[config.mk]
export PLATFORM = sky130hd
export DESIGN_NAME = xif_mem_responder
export DESIGN_NICKNAME = d
export VERILOG_FILES = /design/src/rtl/pa_xif_mem.sv /design/src/rtl/xif_mem_track_fifo.sv /design/src/rtl/xif_mem_responder.sv
export SDC_FILE = /design/constraint.sdc
export NUM_CORES = 1
export LEC_CHECK = 0
export CORE_MARGIN = 5
export CORE_UTILIZATION = 37
export CTS_BUF_LIST = sky130_fd_sc_hd__clkbuf_4 sky130_fd_sc_hd__clkbuf_8
export DETAILED_ROUTE_END_ITERATION = 10
export PLACE_DENSITY_LB_ADDON = 0.25
export SYNTH_ARGS = -nofsm -noshare
export SYNTH_HDL_FRONTEND = slang
export SYNTH_SLANG_ARGS = --single-unit
[constraint.sdc]
create_clock -name i_ck -period 2.65 [get_ports i_ck]
set_clock_uncertainty 0.1 [all_clocks]
set_input_delay 0.265 -clock i_ck [delete_from_list [all_inputs] [get_ports i_ck]]
set_output_delay 0.265 -clock i_ck [all_outputs]
set_load 0.05 [all_outputs]
[src/rtl/pa_xif_mem.sv]
// rtl/pa_xif_mem.sv - shared types, constants and byte-lane helpers for the XIF memory responder
//
// Contents:
//   X_ID_WIDTH, XLEN      struct field widths used by every XIF struct
//   mem_size_e            access size encoding (byte / half / word)
//   EXC_*_MISALIGN        exception codes reported on mem_resp
//   x_mem_req_t, x_mem_resp_t, x_mem_result_t   CORE-V-XIF structs
//   mem_track_t           per-transaction record kept until the bus responds
//   f_is_legal, f_lane_be, f_lane_wdata, f_extract   lane alignment helpers

package pa_xif_mem;

  localparam int X_ID_WIDTH = 4;
  localparam int XLEN       = 32;
  localparam int XBYTES     = XLEN / 8;

  typedef enum logic [1:0] {
    SZ_BYTE = 2'd0,
    SZ_HALF = 2'd1,
    SZ_WORD = 2'd2
  } mem_size_e;

  localparam logic [5:0] EXC_LD_MISALIGN = 6'd4;
  localparam logic [5:0] EXC_ST_MISALIGN = 6'd6;

  typedef struct packed {
    logic [X_ID_WIDTH-1:0] id;
    logic [XLEN-1:0]       addr;
    logic [1:0]            mode;
    logic                  we;
    logic [2:0]            size;
    logic [XBYTES-1:0]     be;
    logic [1:0]            attr;
    logic [XLEN-1:0]       wdata;
    logic                  last;
    logic                  spec;
  } x_mem_req_t;

  typedef struct packed {
    logic       exc;
    logic [5:0] exccode;
    logic       dbg;
  } x_mem_resp_t;

  typedef struct packed {
    logic [X_ID_WIDTH-1:0] id;
    logic [XLEN-1:0]       rdata;
    logic                  err;
    logic                  dbg;
  } x_mem_result_t;

  typedef struct packed {
    logic [X_ID_WIDTH-1:0] id;
    logic                  we;
    logic [1:0]            offset;
    mem_size_e             size;
  } mem_track_t;

  // Sizes 3..7 are not defined and are treated like a misaligned access.
  function automatic logic f_is_legal(logic [2:0] size, logic [1:0] offset);
    case (size)
      3'd0:    return 1'b1;
      3'd1:    return !offset[0];
      3'd2:    return (offset == 2'b00);
      default: return 1'b0;
    endcase
  endfunction

  // Caller-supplied byte enables are relative to the access; move them onto bus lanes.
  function automatic logic [XBYTES-1:0] f_lane_be(logic [XBYTES-1:0] be, logic [1:0] offset,
                                                  mem_size_e size);
    logic [XBYTES-1:0]   mask;
    logic [2*XBYTES-1:0] shifted;
    case (size)
      SZ_BYTE: mask = 4'b0001;
      SZ_HALF: mask = 4'b0011;
      default: mask = 4'b1111;
    endcase
    shifted = {{XBYTES{1'b0}}, be & mask} << offset;
    return shifted[XBYTES-1:0];
  endfunction

  function automatic logic [XLEN-1:0] f_lane_wdata(logic [XLEN-1:0] wdata, mem_size_e size);
    case (size)
      SZ_BYTE: return {4{wdata[7:0]}};
      SZ_HALF: return {2{wdata[15:0]}};
      default: return wdata;
    endcase
  endfunction

  // Zero extension only; NaN-boxing for narrow FP loads happens in the coprocessor.
  function automatic logic [XLEN-1:0] f_extract(logic [XLEN-1:0] rdata, logic [1:0] offset,
                                                mem_size_e size);
    logic [XLEN-1:0] s;
    s = rdata >> {offset, 3'b000};
    case (size)
      SZ_BYTE: return {{(XLEN-8){1'b0}}, s[7:0]};
      SZ_HALF: return {{(XLEN-16){1'b0}}, s[15:0]};
      default: return s;
    endcase
  endfunction

endpackage

[src/rtl/xif_mem_track_fifo.sv]
// rtl/xif_mem_track_fifo.sv - in-order tracking FIFO of granted bus transactions
//
// Ports:
//   i_ck, i_rst_n   clock, async active-low reset (clears pointers)
//   i_push, i_data  write one mem_track_t entry
//   i_pop, o_data   o_data is the oldest entry; i_pop retires it
//   o_full, o_empty occupancy flags
// A push while full is accepted when a pop happens in the same cycle.

module xif_mem_track_fifo
  import pa_xif_mem::*;
#(
  parameter int DEPTH = 2
) (
  input  logic       i_ck,
  input  logic       i_rst_n,
  input  logic       i_push,
  input  mem_track_t i_data,
  input  logic       i_pop,
  output mem_track_t o_data,
  output logic       o_full,
  output logic       o_empty
);

  // A depth of one still gets a one-bit index so the pointer slices stay legal.
  localparam int AW = (DEPTH > 1) ? $clog2(DEPTH) : 1;
  localparam int PW = AW + 1;

  mem_track_t      r_mem [0:(2**AW)-1];
  logic [PW-1:0]   r_wr_ptr;
  logic [PW-1:0]   r_rd_ptr;
  logic [PW-1:0]   w_used;
  logic            w_do_push;
  logic            w_do_pop;

  assign w_used    = r_wr_ptr - r_rd_ptr;
  assign o_empty   = (w_used == '0);
  assign o_full    = (w_used == PW'(DEPTH));
  assign w_do_pop  = i_pop && !o_empty;
  assign w_do_push = i_push && (!o_full || w_do_pop);
  assign o_data    = r_mem[r_rd_ptr[AW-1:0]];

  always_ff @(posedge i_ck or negedge i_rst_n) begin
    if (!i_rst_n) begin
      r_wr_ptr <= '0;
      r_rd_ptr <= '0;
    end else begin
      if (w_do_push) r_wr_ptr <= r_wr_ptr + 1'b1;
      if (w_do_pop)  r_rd_ptr <= r_rd_ptr + 1'b1;
    end
  end

  always_ff @(posedge i_ck) begin
    if (w_do_push) r_mem[r_wr_ptr[AW-1:0]] <= i_data;
  end

endmodule

[src/rtl/xif_mem_responder.sv]
// rtl/xif_mem_responder.sv - XIF memory request/result responder driving a pipelined req/gnt/rvalid bus
//
// Ports:
//   i_ck, i_rst_n                          clock, async active-low reset
//   i_mem_valid, o_mem_ready, i_mem_req    XIF memory request handshake
//   o_mem_resp                             exception info, same cycle as the handshake
//   o_mem_result_valid, o_mem_result       registered in-order result strobe
//   o_data_req, i_data_gnt                 bus request / grant
//   o_data_addr/we/be/wdata                bus address phase
//   i_data_rvalid, i_data_rdata, i_data_err   bus response phase (in order)

module xif_mem_responder
  import pa_xif_mem::*;
#(
  parameter int MAX_OUTSTANDING = 2
) (
  input  logic              i_ck,
  input  logic              i_rst_n,
  input  logic              i_mem_valid,
  output logic              o_mem_ready,
  input  x_mem_req_t        i_mem_req,
  output x_mem_resp_t       o_mem_resp,
  output logic              o_mem_result_valid,
  output x_mem_result_t     o_mem_result,
  output logic              o_data_req,
  input  logic              i_data_gnt,
  output logic [XLEN-1:0]   o_data_addr,
  output logic              o_data_we,
  output logic [XBYTES-1:0] o_data_be,
  output logic [XLEN-1:0]   o_data_wdata,
  input  logic              i_data_rvalid,
  input  logic [XLEN-1:0]   i_data_rdata,
  input  logic              i_data_err
);

  logic          w_legal;
  logic          w_active;
  logic          w_room;
  logic          w_data_req;
  logic          w_push;
  logic          w_pop;
  logic          w_fifo_full;
  logic          w_fifo_empty;
  mem_size_e     w_size;
  mem_track_t    w_push_entry;
  mem_track_t    w_head;
  logic          r_result_valid;
  x_mem_result_t r_result;
  logic          r_proto_err;
  logic          w_unused;

  assign w_size   = mem_size_e'(i_mem_req.size[1:0]);
  assign w_legal  = f_is_legal(i_mem_req.size, i_mem_req.addr[1:0]);
  // Reset gates the combinational outputs so everything reads zero while rst is low.
  assign w_active = i_rst_n && i_mem_valid;
  // A response arriving while full retires the head this cycle, freeing a slot.
  assign w_room   = !w_fifo_full || i_data_rvalid;

  assign w_data_req  = w_active && w_legal && w_room;
  assign w_push      = w_data_req && i_data_gnt;
  assign w_pop       = i_data_rvalid && !w_fifo_empty;
  assign o_data_req  = w_data_req;
  assign o_mem_ready = w_push || (w_active && !w_legal && w_room);

  assign w_push_entry = '{id: i_mem_req.id, we: i_mem_req.we,
                          offset: i_mem_req.addr[1:0], size: w_size};

  always_comb begin
    o_mem_resp = '0;
    if (w_active && !w_legal && w_room) begin
      o_mem_resp.exc     = 1'b1;
      o_mem_resp.exccode = i_mem_req.we ? EXC_ST_MISALIGN : EXC_LD_MISALIGN;
    end
  end

  always_comb begin
    o_data_addr  = '0;
    o_data_we    = 1'b0;
    o_data_be    = '0;
    o_data_wdata = '0;
    if (w_data_req) begin
      o_data_addr  = {i_mem_req.addr[XLEN-1:2], 2'b00};
      o_data_we    = i_mem_req.we;
      o_data_be    = f_lane_be(i_mem_req.be, i_mem_req.addr[1:0], w_size);
      o_data_wdata = f_lane_wdata(i_mem_req.wdata, w_size);
    end
  end

  xif_mem_track_fifo #(
    .DEPTH (MAX_OUTSTANDING)
  ) u_track_fifo (
    .i_ck    (i_ck),
    .i_rst_n (i_rst_n),
    .i_push  (w_push),
    .i_data  (w_push_entry),
    .i_pop   (w_pop),
    .o_data  (w_head),
    .o_full  (w_fifo_full),
    .o_empty (w_fifo_empty)
  );

  // An rvalid with nothing outstanding (e.g. stale after reset) is dropped; the
  // sticky flag keeps a record of it for debug visibility.
  always_ff @(posedge i_ck or negedge i_rst_n) begin
    if (!i_rst_n) begin
      r_result_valid <= 1'b0;
      r_result       <= '0;
      r_proto_err    <= 1'b0;
    end else begin
      r_result_valid <= w_pop;
      if (w_pop) begin
        r_result.id    <= w_head.id;
        r_result.rdata <= w_head.we ? '0 : f_extract(i_data_rdata, w_head.offset, w_head.size);
        r_result.err   <= i_data_err;
        r_result.dbg   <= 1'b0;
      end
      if (i_data_rvalid && w_fifo_empty) r_proto_err <= 1'b1;
    end
  end

  assign o_mem_result_valid = r_result_valid;
  assign o_mem_result       = r_result;

  // Request attributes this responder does not act on (spec=1 is handled like spec=0).
  assign w_unused = ^{i_mem_req.mode, i_mem_req.attr, i_mem_req.last, i_mem_req.spec, r_proto_err};

endmodule
# --- Word-level counts from Yosys, hierarchy flattened ---
# Memories as Yosys holds them, arrays and structs flattened.
# Cells that the tools add are included.
word_totals:
  register_bits: 42
  latch_bits: 0
  mem_bits_rw: 18
  romBits: 0
  inputBits: 120
  output_inout_bits: 118
  elab_cells: 53
  mem_count: 1
classes:
  add_sub_neg: 3
  n_mul: 0
  div_mod_pow: 0
  magnitude_cmp: 0
  eq_ne: 5
  n_shift: 2
  mux: 14
  bitwise: 1
  reduce_logical: 21
memory_table:
  columns: ["name", "depth", "width", "rd", "rd_clocked_by_memory_dff", "write_ports", "line_no", "rtl"]
  rows:
  - ["u_track_fifo.r_mem", 2, 9, 1, 0, 1, "xif_mem_track_fifo.sv:29", "mem_track_t r_mem [0:(2**AW)-1];"]
op_table:
  columns: ["cell", "count"]
  rows:
  - ["case mux 32 bit (2 select lines)", 2]
  - ["two-way mux 32 bit", 3]
  - [">> shifter 32 x 5 -> 32 bit", 1]
  - ["logical AND 1 bit", 9]
  - ["logical NOT 2 bit", 4]
  - ["two-way mux 4 bit", 2]
  - ["case mux 4 bit (2 select lines)", 1]
  - ["two-way mux 7 bit", 1]
  - ["adder 2 x 1 -> 2 bit, second input constant", 2]
  - ["AND 4 bit", 1]
  - ["== test 2 x 1 -> 1 bit, second input constant", 2]
  - ["logical NOT 1 bit", 4]
  - ["left shift 4 x 2 -> 4 bit", 1]
  - ["== test 3 x 1 -> 1 bit, second input constant", 1]
  - ["== test 3 x 2 -> 1 bit, second input constant", 1]
  - ["logical NOT 3 bit", 1]
  - ["logical OR 1 bit", 3]
  - ["two-way mux 1 bit", 3]
  - ["case mux 1 bit (3 select lines)", 1]
  - ["== test 2 bit, second input constant", 1]
  - ["two-way mux 2 bit", 1]
  - ["subtractor 2 bit", 1]

# --- Logic depth before layout (Yosys ltp) ---
logic_depth:
  word_depth: 9
  mapped_depth: 7
  ltp_nobuf: 5

# --- Hierarchy ---
# From an unflattened synthesis, not the netlist that was laid out.
unflattened:
  cells_unflattened: 383
  hier_area_um2: 3683.5
modules_own_cells:
  columns: ["module", "instances", "cells_per_inst", "area_each_um2", "seq_area_each_um2"]
  rows:
  - ["xif_mem_responder", 1, 325, 2773.9, 950.9]
  - ["xif_mem_track_fifo", 1, 58, 909.6, 640.6]

# --- Worst setup path after synthesis ---
# OpenSTA, ideal clock, no wires.
synth_path:
  path_kind: "register to output"
  start: "register u_track_fifo.r_rd_ptr[0]"
  end: "output port o_data_be[2]"
  t_arrival_ns: 2.550
  t_required_ns: 2.285
  setup_slack_ns: -0.265
  stages_incl_launch_ff: 7
  n_path_buf: 2
  path_cell_list: "dfrtp_1 > buf_4 > xor2_1 > o311ai_2 > or3_4 > buf_6 > a211oi_1"
synth_between:
  elab_chain_cells: 6
synth_lines:
  columns: ["element", "line_no", "rtl"]
  rows:
  - ["from (decl)", "xif_mem_track_fifo.sv:31", "logic [PW-1:0] r_rd_ptr;"]
  - ["from (signal assigned)", "xif_mem_track_fifo.sv:49", "if (w_do_pop) r_rd_ptr <= r_rd_ptr + 1'b1;"]
  - ["subtractor 2 bit", "xif_mem_track_fifo.sv:36", "assign w_used = r_wr_ptr - r_rd_ptr;"]
  - ["== test 2 bit", "xif_mem_track_fifo.sv:38", "assign o_full = (w_used == PW'(DEPTH));"]
  - ["logical NOT 1 bit", "xif_mem_responder.sv:57", "assign w_room = !w_fifo_full || i_data_rvalid;"]
  - ["logical OR 1 bit", "xif_mem_responder.sv:57", null]
  - ["logical AND 1 bit", "xif_mem_responder.sv:59", "assign w_data_req = w_active && w_legal && w_room;"]
  - ["two-way mux 4 bit", "xif_mem_responder.sv:81", "if (w_data_req) begin"]
  - ["to (decl)", "xif_mem_responder.sv:29", "output logic [XBYTES-1:0] o_data_be,"]
# No other way between the ends.

# --- Worst setup path after layout ---
layout_path:
  start: "input port i_mem_req[47] (netlist bit)"
  end: "output port o_data_addr[20]"
layout_between:
  elab_chain_cells: 5
layout_lines:
  columns: ["element", "line_no", "rtl"]
  rows:
  - ["from (decl)", "xif_mem_responder.sv:21", "input x_mem_req_t i_mem_req,"]
  - ["logical NOT 2 bit", "pa_xif_mem.sv:64", "3'd2: return (offset == 2'b00);"]
  - ["case mux 1 bit (3 select lines)", "pa_xif_mem.sv:61", "case (size)"]
  - ["logical AND 1 bit (2 in series)", "xif_mem_responder.sv:59", null]
  - ["two-way mux 32 bit", "xif_mem_responder.sv:81", null]
  - ["to (decl)", "xif_mem_responder.sv:27", "output logic [XLEN-1:0] o_data_addr,"]
# No other way between the ends.

==> results.py <==
metrics = {
    "sta": {
        "hold_viol_final": 0,
        "setup_viol_count_final": 0,
        "fmax_ghz": 0.394,
        "final_max_slew_viol_count": 0,
        "worst_pin_slew_ns": 0.561,
        "slew_headroom_pct": 62.6,
        "min_period_ns": 2.54,
        "hold_slack_ns": 0.151,
        "worst_slack_ns": 0.114,
        "post-route-period-util_pct": 95.7,
        "rsz0062_at_grt": "false",
    },
    "clocking": {
        "clock-sinks": 60,
        "clk_latency_ns": 0.32,
        "cts_root_buf": "clkbuf_8",
        "clkTransAtPathRegs_ns": 0.06,
        "cts_tree": "done",
        "cts_buffer_depth": 2,
        "htree_levels": 3,
        "cts_buffers": 9,
    },
    "logic_synthesis": {
        "synth_common_cells": "53 x nand2_1, 47 x mux2i_1, 42 x dfrtp_1",
        "syn_area_sq_mm": 0.00356,
        "synth_area_leaders": "dfrtp_1 29%, edfxtp_1 15%, mux2i_1 13%, and2_1 7.2%, nand2_1 5.6%",
        "ys_seq_area_share_pct": 44.7,
        "ys_seq_elements": 60,
        "yosys_warnings": 0,
        "syn_area_per_cell_sq_um": 9.82,
        "syn_inst": 363,
        "yosysTopAreaCell": "dfrtp_1",
        "synth-edff-count": 18,
        "async_reset_ff_share_pct": 70.0,
        "yosys.cell_count.top_type": "nand2_1",
        "synth_top_area_share_pct": 29.5,
        "synthFlopType": "dfrtp_1",
        "netlist-cell-type-count": 39,
    },
    "worst_setup_path": {
        "worst_setup_path_start_kind": "input pin",
        "worstPathRequired_ns": 2.29,
        "crit_type": "in -> out",
        "cp_max_fo": 27,
        "cp-end-kind": "output pin",
        "worstPathArrival_ns": 2.17,
    },
    "route": {
        "drt_pass1_iterations": 5,
        "wirelength_um": 13600,
        "wl_per_cell_um": 18.6,
        "vias": 3621,
        "drt_iter0_drc": 75,
        "post-route-drc-count": 0,
        "routed_via_density": 4.95,
        "antenna_left": 0,
    },
    "placed_design": {
        "placed_cell_area_sq_mm": 0.00675,
        "port_buffers": 223,
        "post-place-ws_ns": 0.0883,
        "gp_congestion": 0.865,
        "hpwl_um": 11100,
    },
    "floorplan": {
        "die_w_um": 108,
        "core_area_sq_mm": 0.00933,
        "die_h_um": 108,
        "rows": 35,
        "boundaryPins": 238,
        "start_util_pct": 38.2,
        "dieArea_sq_mm": 0.0117,
    },
    "grt": {
        "grt_overflow": 0,
        "antenna_found_initial": 0,
        "grt_pass1_wl_um": 21000,
        "grtUsageTotal_pct": 23.6,
        "grt_max_degree": 44,
        "grt_pass1_vias": 3833,
    },
    "power": {
        "power.density_mw_per_mm2": 699,
        "ir_worst_vdd_mv": 0.414,
        "p_leak_nw": 2.98,
    },
    "cells_and_area": {
        "drive_gt1_share_pct": 23.2,
        "final_area_sq_mm": 0.00703,
        "n_antenna_cell": 0,
        "fin_nets": 718,
        "syn_to_final_growth_pct": 97.4,
        "fill_cells": 651,
    },
    "min_path": {
        "hp-class": "in -> reg",
    },
    "run_status": {
        "status": "finished clean",
    },
    "run": {
        "cap_violations": 0,
    },
}
cell type report:
class	instances	area [sq um]	area share, %
sequential	60	1590	22.6
multi-input combinational	271	1850	26.3
inverter	5	18.8	0.267
clock buffer	12	159	2.26
clock inverter	4	46.3	0.658
tap	129	161	2.29
timing repair buffer	251	3200	45.6
registers in the layout (all words and copies together), names as in the netlist:
register,count
o_mem_result,37
o_mem_result_valid,1
u_track_fifo.r_mem,18
u_track_fifo.r_rd_ptr,2
u_track_fifo.r_wr_ptr,2
layer usage:
metal / part of all wire (%) / GRT usage (%)
met3: 10 / 10.7
met2: 54 / 43.4
met1: 34 / 24.0
met4: 1.5 / 6.31
met5: 0 / 0
power breakdown:
part | total, W | switching, W | internal [W]
clock network | 0.000827 | 0.000334 | 0.000493
logic | 0.00274 | 0.00164 | 0.00110
registers | 0.00135 | 0.000156 | 0.00119
critical path, cell delays in order:
cell and delay [ns]:
clkdlybuf4s50_1 0.43, o21a_1 0.21, o21a_1 0.19, or3_4 0.45, inv_2 0.11, buf_12 0.16
and2_1 0.19, buf_12 0.15
metrics by stage:
step / std cells / util, % / power (W) / TNS, ns
global route: 732 / 75.4 / 0.00517 / 0
CTS: 729 / 74.7 / 0.00493 / 0
finish: 732 / 75.4 / 0.00492 / 0
floorplan: 370 / - / 0.00300 / -0.00783
global placement: 712 / 72.4 / 0.00402 / 0
detailed placement: 712 / 72.4 / 0.00409 / 0
cells by family (layout without fill, tap and decap cells):
group | Yosys count | in the layout | share of synthesized area, %
AOI/OAI and AO/OA | 75 | 75 | 15.6
and+or+nand+nor | 132 | 132 | 17.8
other | 1 | 8 | 0.105
xor gates and xnor gates | 7 | 7 | 1.72
muxes | 49 | 49 | 13.9
DFF | 60 | 60 | 44.7
buffers and inverters | 39 | 272 | 6.25
placed cells by master (no fill, tap or decap), types with 2 or more instances in the layout:
| cell type | count |
|---|---|
| buf_4 | 23 |
| nand2_1 | 53 |
| o2bb2ai_1 | 8 |
| o21a_1 | 2 |
| and2_1 | 33 |
| o21ai_0 | 15 |
| mux2i_1 | 46 |
| edfxtp_1 | 18 |
| conb_1 | 8 |
| a32o_1 | 17 |
| a21oi_1 | 17 |
| xnor2_1 | 2 |
| xor2_1 | 3 |
| and2_4 | 8 |
| inv_1 | 4 |
| nor2_1 | 29 |
| a22o_1 | 8 |
| mux2i_2 | 2 |
| clkinv_2 | 2 |
| clkbuf_8 | 11 |
| dfrtp_1 | 41 |
| buf_12 | 75 |
| clkdlybuf4s50_1 | 149 |
timing repair:
item                                    CTS  global route
hold endpoints to repair                 42             0
hold buffers                              1             0
endpoints found under the setup margin    0            54
setup buffers                             0             3
resized for setup                         0            14
path summary, 6_finish.rpt:
check / start / end / slack [ns] / cells past startpoint
worst max-delay path: i_mem_req[47] / o_data_addr[20] / 0.11 / 8
worst min-delay path: i_mem_req[41] / u_track_fifo.r_mem[0][1] / 0.15 / 1
worst max register to register: u_track_fifo.r_rd_ptr[0] / o_mem_result[12] / 0.48 / 5
worst min register to register: o_mem_result[24] / o_mem_result[24] / 0.38 / 2
max in group asynchronous: i_rst_n / u_track_fifo.r_wr_ptr[0] / 1.55 / 3
min in group asynchronous: i_rst_n / o_mem_result_valid / 0.50 / 3
No activity file was read; power rests on OpenSTA's default activity.
